[src/rtl/uart_pkg.sv]
// Shared UART definitions: transmitter FSM states, data width and bit-period helper.
package uart_pkg;

    localparam int UART_DATA_BITS = 8;

    typedef enum logic [1:0] {
        IDLE,
        START,
        DATA,
        STOP
    } tx_state_e;

    function automatic int cycles_per_bit(input int clk_hz, input int bit_rate);
        return clk_hz / bit_rate;
    endfunction

endpackage

[src/rtl/sync_fifo.sv]
// Synchronous FIFO with wrapping pointers and a registered occupancy count.
// Push is gated by full and pop by empty, both evaluated before this cycle's update.
module sync_fifo #(
    parameter int WIDTH = 8,
    parameter int DEPTH = 8
) (
    input  logic                       clk,
    input  logic                       rst,
    input  logic                       push,
    input  logic [WIDTH-1:0]           wr_data,
    input  logic                       pop,
    output logic [WIDTH-1:0]           rd_data,
    output logic                       full,
    output logic                       empty,
    output logic [$clog2(DEPTH+1)-1:0] count
);
    localparam int AW = $clog2(DEPTH);
    localparam int CW = $clog2(DEPTH + 1);

    logic [WIDTH-1:0] mem_q [DEPTH];
    logic [AW-1:0]    wr_ptr_q, wr_ptr_d;
    logic [AW-1:0]    rd_ptr_q, rd_ptr_d;
    logic [CW-1:0]    count_q, count_d;
    logic             do_push, do_pop;

    assign full    = (count_q == CW'(DEPTH));
    assign empty   = (count_q == '0);
    assign count   = count_q;
    assign rd_data = mem_q[rd_ptr_q];

    // DEPTH is a power of two, so the pointers wrap naturally.
    always_comb begin
        do_push  = push && !full;
        do_pop   = pop && !empty;
        wr_ptr_d = wr_ptr_q + AW'(do_push);
        rd_ptr_d = rd_ptr_q + AW'(do_pop);
        count_d  = count_q + CW'(do_push) - CW'(do_pop);
    end

    always_ff @(posedge clk) begin
        if (rst) begin
            wr_ptr_q <= '0;
            rd_ptr_q <= '0;
            count_q  <= '0;
        end else begin
            wr_ptr_q <= wr_ptr_d;
            rd_ptr_q <= rd_ptr_d;
            count_q  <= count_d;
        end
    end

    always_ff @(posedge clk) begin
        if (do_push) mem_q[wr_ptr_q] <= wr_data;
    end

endmodule

[src/rtl/uart_tx_buffered.sv]
// Buffered 8N1 UART transmitter: CPU writes fill a FIFO that the serial FSM drains back-to-back.
// Define UART_TX_CTS_EN to add an active-low cts_n input that gates the start of new frames.
module uart_tx_buffered
    import uart_pkg::*;
#(
    parameter int CLK_HZ   = 64_000_000,
    parameter int BIT_RATE = 115_200,
    parameter int DEPTH    = 8
) (
    input  logic                       clk,
    input  logic                       rst,
    input  logic                       wr_en,
    input  logic [7:0]                 wr_data,
    input  logic                       clr_overflow,
`ifdef UART_TX_CTS_EN
    input  logic                       cts_n,
`endif
    output logic                       uart_txd,
    output logic                       full,
    output logic [$clog2(DEPTH+1)-1:0] level,
    output logic                       overflow,
    output logic                       busy
);
    localparam int CPB   = cycles_per_bit(CLK_HZ, BIT_RATE);
    localparam int DIV_W = $clog2(CPB);
    localparam int IDX_W = $clog2(UART_DATA_BITS);
    localparam logic [DIV_W-1:0] DIV_MAX  = DIV_W'(CPB - 1);
    localparam logic [IDX_W-1:0] BIT_LAST = IDX_W'(UART_DATA_BITS - 1);

    tx_state_e                 state_q, state_d;
    logic [DIV_W-1:0]          div_q, div_d;
    logic [IDX_W-1:0]          bit_idx_q, bit_idx_d;
    logic [UART_DATA_BITS-1:0] shift_q, shift_d;
    logic                      txd_q, txd_d;
    logic                      overflow_q, overflow_d;
    logic                      pop, fifo_empty, can_send, bit_done;
    logic [7:0]                fifo_rd_data;

    sync_fifo #(
        .WIDTH (UART_DATA_BITS),
        .DEPTH (DEPTH)
    ) u_fifo (
        .clk     (clk),
        .rst     (rst),
        .push    (wr_en),
        .wr_data (wr_data),
        .pop     (pop),
        .rd_data (fifo_rd_data),
        .full    (full),
        .empty   (fifo_empty),
        .count   (level)
    );

`ifdef UART_TX_CTS_EN
    assign can_send = !fifo_empty && !cts_n;
`else
    assign can_send = !fifo_empty;
`endif

    assign bit_done = (div_q == '0);
    assign uart_txd = txd_q;
    assign overflow = overflow_q;
    assign busy     = (state_q != IDLE) || (level != '0);

    always_comb begin
        state_d   = state_q;
        div_d     = div_q;
        bit_idx_d = bit_idx_q;
        shift_d   = shift_q;
        txd_d     = txd_q;
        pop       = 1'b0;
        case (state_q)
            IDLE: begin
                txd_d = 1'b1;
                if (can_send) begin
                    pop     = 1'b1;
                    shift_d = fifo_rd_data;
                    txd_d   = 1'b0;
                    div_d   = DIV_MAX;
                    state_d = START;
                end
            end
            START: begin
                if (bit_done) begin
                    txd_d     = shift_q[0];
                    shift_d   = shift_q >> 1;
                    bit_idx_d = '0;
                    div_d     = DIV_MAX;
                    state_d   = DATA;
                end else begin
                    div_d = div_q - 1'b1;
                end
            end
            DATA: begin
                // The shifter always holds the next bit to send in position 0.
                if (bit_done) begin
                    div_d = DIV_MAX;
                    if (bit_idx_q == BIT_LAST) begin
                        txd_d   = 1'b1;
                        state_d = STOP;
                    end else begin
                        txd_d     = shift_q[0];
                        shift_d   = shift_q >> 1;
                        bit_idx_d = bit_idx_q + 1'b1;
                    end
                end else begin
                    div_d = div_q - 1'b1;
                end
            end
            STOP: begin
                if (bit_done) state_d = IDLE;
                else          div_d   = div_q - 1'b1;
            end
            default: state_d = IDLE;
        endcase
    end

    // A dropped write in the same cycle as a clear leaves the flag set.
    always_comb begin
        overflow_d = overflow_q;
        if (clr_overflow)  overflow_d = 1'b0;
        if (wr_en && full) overflow_d = 1'b1;
    end

    always_ff @(posedge clk) begin
        if (rst) begin
            state_q    <= IDLE;
            div_q      <= '0;
            bit_idx_q  <= '0;
            shift_q    <= '0;
            txd_q      <= 1'b1;
            overflow_q <= 1'b0;
        end else begin
            state_q    <= state_d;
            div_q      <= div_d;
            bit_idx_q  <= bit_idx_d;
            shift_q    <= shift_d;
            txd_q      <= txd_d;
            overflow_q <= overflow_d;
        end
    end

endmodule

[config.mk]
export PLATFORM = sky130hd
export DESIGN_NAME = uart_tx_buffered
export DESIGN_NICKNAME = d
export VERILOG_FILES = /design/src/rtl/uart_pkg.sv /design/src/rtl/sync_fifo.sv /design/src/rtl/uart_tx_buffered.sv
export SDC_FILE = /design/constraint.sdc
export NUM_CORES = 1
export LEC_CHECK = 0
export CORE_MARGIN = 1.5
export CORE_UTILIZATION = 30
export DETAILED_ROUTE_END_ITERATION = 8
export GPL_TIMING_DRIVEN = 0
export HOLD_SLACK_MARGIN = 0.06
export PLACE_DENSITY_LB_ADDON = 0.15
export SETUP_SLACK_MARGIN = 0.1
export SLEW_MARGIN = 20
export SYNTH_ARGS = -nofsm -noshare
export SYNTH_HDL_FRONTEND = slang
export SYNTH_SLANG_ARGS = --single-unit
export TNS_END_PERCENT = 5
[constraint.sdc]
create_clock -name clk -period 3.1 [get_ports clk]
set_clock_uncertainty 0.2 [all_clocks]
set_input_delay 0.31 -clock clk [delete_from_list [all_inputs] [get_ports clk]]
set_output_delay 0.31 -clock clk [all_outputs]
set_load 0.02 [all_outputs]
==> results of run 1 <==
## stage by stage
step	area, um^2	hold slack (ns)	setup WS [ns]	std cells	total power [mW]
finish	5145	0.2657	0.4000	568	4.953
global route	5145	0.2890	0.2196	568	5.337
CTS	5144	0.2735	0.1802	568	4.999
detailed placement	4860	0.2647	0.1605	552	3.884
global placement	4835	0.2401	-0.2386	550	3.857
floorplan	4414	0.1816	0.6873	347	3.318
## placed cells by master (no fill, tap or decap), types with 3 or more instances in the layout
master,instances
dfxtp_1,35
clkbuf_16,9
clkbuf_1,7
edfxtp_1,64
buf_4,4
nor3_2,4
a21oi_1,16
nand2_1,10
inv_1,16
buf_2,4
nand4_1,3
nand2b_1,3
nor3_1,5
a21o_1,3
nor2b_1,11
a31oi_1,10
nor2_1,22
a22oi_1,14
clkdlybuf4s50_1,19
xnor2_1,5
and2_1,9
mux2i_1,29
ha_1,18
a221oi_1,9
## worst reg2reg max path, cell delays in order (launching register included)
cell and delay (ns):
dfxtp_1 0.33, inv_1 0.08, ha_1 0.21, a21boi_0 0.52, nand2_1 0.25, nor2_1 0.74
## worst min path at each step
stage,from,to,slack [ns],depth (start not counted)
final,shift_q[7],shift_q[7],0.27,2
after global routing,shift_q[7],shift_q[7],0.29,2
after CTS,shift_q[7],shift_q[7],0.27,2
after detailed placement,shift_q[7],shift_q[7],0.26,2
after global placement,shift_q[7],shift_q[7],0.24,2
after floorplan,rst,u_fifo.rd_ptr_q[0],0.18,1
## power groups by stage
stage / clock network [mW] / registers, mW / logic, mW
6_report: 1.09 / 1.76 / 2.10
3_5_place_dp: 0 / 1.79 / 2.09
3_3_place_gp: 0 / 1.79 / 2.07
2_1_floorplan: 0 / 1.79 / 1.53
5_1_grt: 1.18 / 1.80 / 2.36
4_1_cts: 1.12 / 1.77 / 2.11
## logic make-up after synthesis
logic type,Yosys count,synth area share (%)
flip-flops,99,59.41
AND/OR/NAND/NOR,83,10.32
AO/OA/AOI/OAI,76,12.50
multiplexers,33,8.107
buffers and inverters,31,2.919
adder cells (fa/ha/maj),19,5.556
XOR/XNOR,6,1.190
## flip-flops by register name, indices dropped and copies added, names as in the netlist
signal and flops:
overflow 1, bit_idx_q 3, u_fifo.wr_ptr_q 3, u_fifo.mem_q 64, u_fifo.count 4, shift_q 8, state_q 2, u_fifo.rd_ptr_q 3
div_q 10, uart_txd 1
## layout make-up
| class | count | area [um^2] |
|---|---|---|
| Buffer | 14 | 66.31 |
| Clock buffer | 9 | 225.2 |
| Clock inverter | 7 | 58.81 |
| Fill cell | 1433 | 9279 |
| Inverter | 17 | 63.81 |
| Multi-Input combinational cell | 217 | 1673 |
| Sequential cell | 99 | 2623 |
| Tap cell | 184 | 230.2 |
| Timing Repair Buffer | 21 | 205.2 |
## per-layer routing
layer	GRT usage (%)	up-vias	wire, um	share of wire (%)
met2	20.14	47	4413	47
li1	-	1387	-	-
met5	0	-	0	0
met4	5.139	0	160	1.7
met3	3.222	11	267	2.8
met1	17.03	1406	4613	49
==> flow_metrics.env, run 1 <==
export IMPL_yosysTopAreaCell="edfxtp_1"
export IMPL_final_nets=410
export IMPL_r2r_start="u_fifo.count[2]"
export IMPL_critical_path_required_ns=2.87
export IMPL_place_gp_congestion=0.7643
export IMPL_routedWlPerCell_um=16.65
export IMPL_hold_class="flip-flop to flip-flop"
export IMPL_cts_sinks=99
export IMPL_clock_root_buffer="clkbuf_16"
export IMPL_cp_depth=5
export IMPL_antenna_found_initial=0
export IMPL_comb_power_share_pct=42.5
export IMPL_die_width_um=124.3
export IMPL_cp_start_kind="flip-flop"
export IMPL_path_clk_slew_ns=0.07
export IMPL_path_cells="inv_1, ha_1, a21boi_0, nand2_1, nor2_1"
export IMPL_total_leakage_power_nw=1.798
export IMPL_synth_area_um2=4414
export IMPL_cp_top_family="simple AND/OR/NAND/NOR gates"
export IMPL_ir_worst_vdd_mv=0.3285
export IMPL_track_usage_pct=12.84
export IMPL_drt_iter0_drc=196
export IMPL_std_cell_rows=44
export IMPL_pin_count=20
export IMPL_ys_seq_elements=99
export IMPL_finalSetupViolCount=0
export IMPL_path_buf_inv=1
export IMPL_crit_path_start="u_fifo.count[2]"
export IMPL_p_sw_mw=1.907
export IMPL_port_buffers=19
export IMPL_synth_nets=378
export IMPL_p_clk_share_pct=21.9
export IMPL_worst_ep_arrival_time_ns=2.47
export IMPL_synthToLayoutAreaGrowth_pct=16.55
export IMPL_power_share_switching_pct=38.50
export IMPL_htree_levels=3
export IMPL_start_util_pct=30.60
export IMPL_worst_slew_pin_slew_ns=0.8872
export IMPL_route_detailed_drc=0
export IMPL_synth_commonest_cells="edfxtp_1 (64), dfxtp_1 (35), mux2i_1 (29)"
export IMPL_cts_buffers=9
export IMPL_place_hpwl_um=6489
export IMPL_p_seq_share_pct=35.6
export IMPL_grt_max_degree=19
export IMPL_ys_seq_area_share_pct=59.41
export IMPL_synth_area_leaders="edfxtp_1 (44%), dfxtp_1 (16%), mux2i_1 (6.6%)"
export IMPL_synthArstFlopShare_pct=0
export IMPL_fin_crit_sh_pct=87.10
export IMPL_relSlewSlack_pct=40.64
export IMPL_hold_viol_final=0
export IMPL_yosysTopAreaCellShare_pct=43.54
export IMPL_synth_flop_cell="edfxtp_1"
export IMPL_routed_wl_um=9455
export IMPL_cts_tree="built"
export IMPL_antenna_cells=0
export IMPL_slew_viol_final=0
export IMPL_endpoint_kind="flip-flop"
export IMPL_drt_pass1_iter_count=4
export IMPL_cts_setup_buffers=0
export IMPL_rsz0062_at_grt="no"
export IMPL_postRouteAntennaNets=0
export IMPL_drive_gt1_share_pct=10.16
export IMPL_power_density_nw_per_um2=962.7
export IMPL_avgViaCountPerCell=5.019
export IMPL_first_global_vias=2834
export IMPL_fmax_mhz=370.4
export IMPL_post_route_util_pct=35.67
export IMPL_slowest_stage="nor2_1"
export IMPL_maxCapViolCount=0
export IMPL_cts_max_path_buffers=2
export IMPL_core_um2=14420
export IMPL_ff2ff_path_depth=5
export IMPL_vias=2851
export IMPL_finalSetupTns_ns=0
export IMPL_overflow=0
export IMPL_crit_fanout=8
export IMPL_grt_pass1_wl_um=15470
export IMPL_post_cts_resized=0
export IMPL_die_area_um2=15450
export IMPL_clk_latency_ns=0.35
export IMPL_critical_path_class="flip-flop to flip-flop"
export IMPL_status="finished, final reports clean"
export IMPL_die_y_um=124.3
export IMPL_syn_area_per_cell_um2=12.72
export IMPL_hold_buffers=0
export IMPL_ys_warn_count=0
export IMPL_r2r_end="u_fifo.mem_q[3][1]"
export IMPL_p_int_mw=3.046
export IMPL_slowest_delay_ns=0.74
export IMPL_final_min_clock_period_ns=2.700
export IMPL_crit_end="u_fifo.mem_q[3][1]"
export IMPL_netlist_instances=347
export IMPL_synth_edff_count=64
export IMPL_post_synth_num_cell_types=53
export IMPL_r2r_setup_slack_ns=0.40
export IMPL_yosysMostFrequentCell="edfxtp_1"
(Power assumes the default switching activity.)
==> run 2, diff against run 1 <==
==> constraint.sdc (replaced) <==
create_clock -name clk -period 3.1 [get_ports clk]
set_clock_uncertainty 0.2 [all_clocks]
set_input_delay 0.465 -clock clk [delete_from_list [all_inputs] [get_ports clk]]
set_output_delay 0.465 -clock clk [all_outputs]
set_load 0.02 [all_outputs]
==> results of run 2 <==
Same layout as run 1 (identical final DEF). Status: finished, final reports clean.
Main changes from that run: setup slack after placement 0.1605 ns -> 0.005459 ns; number of gates resized after CTS 0 -> 1; setup slack after layout 0.4000 ns -> 0.2535 ns; end point of the critical path u_fifo.mem_q[3][1] -> busy
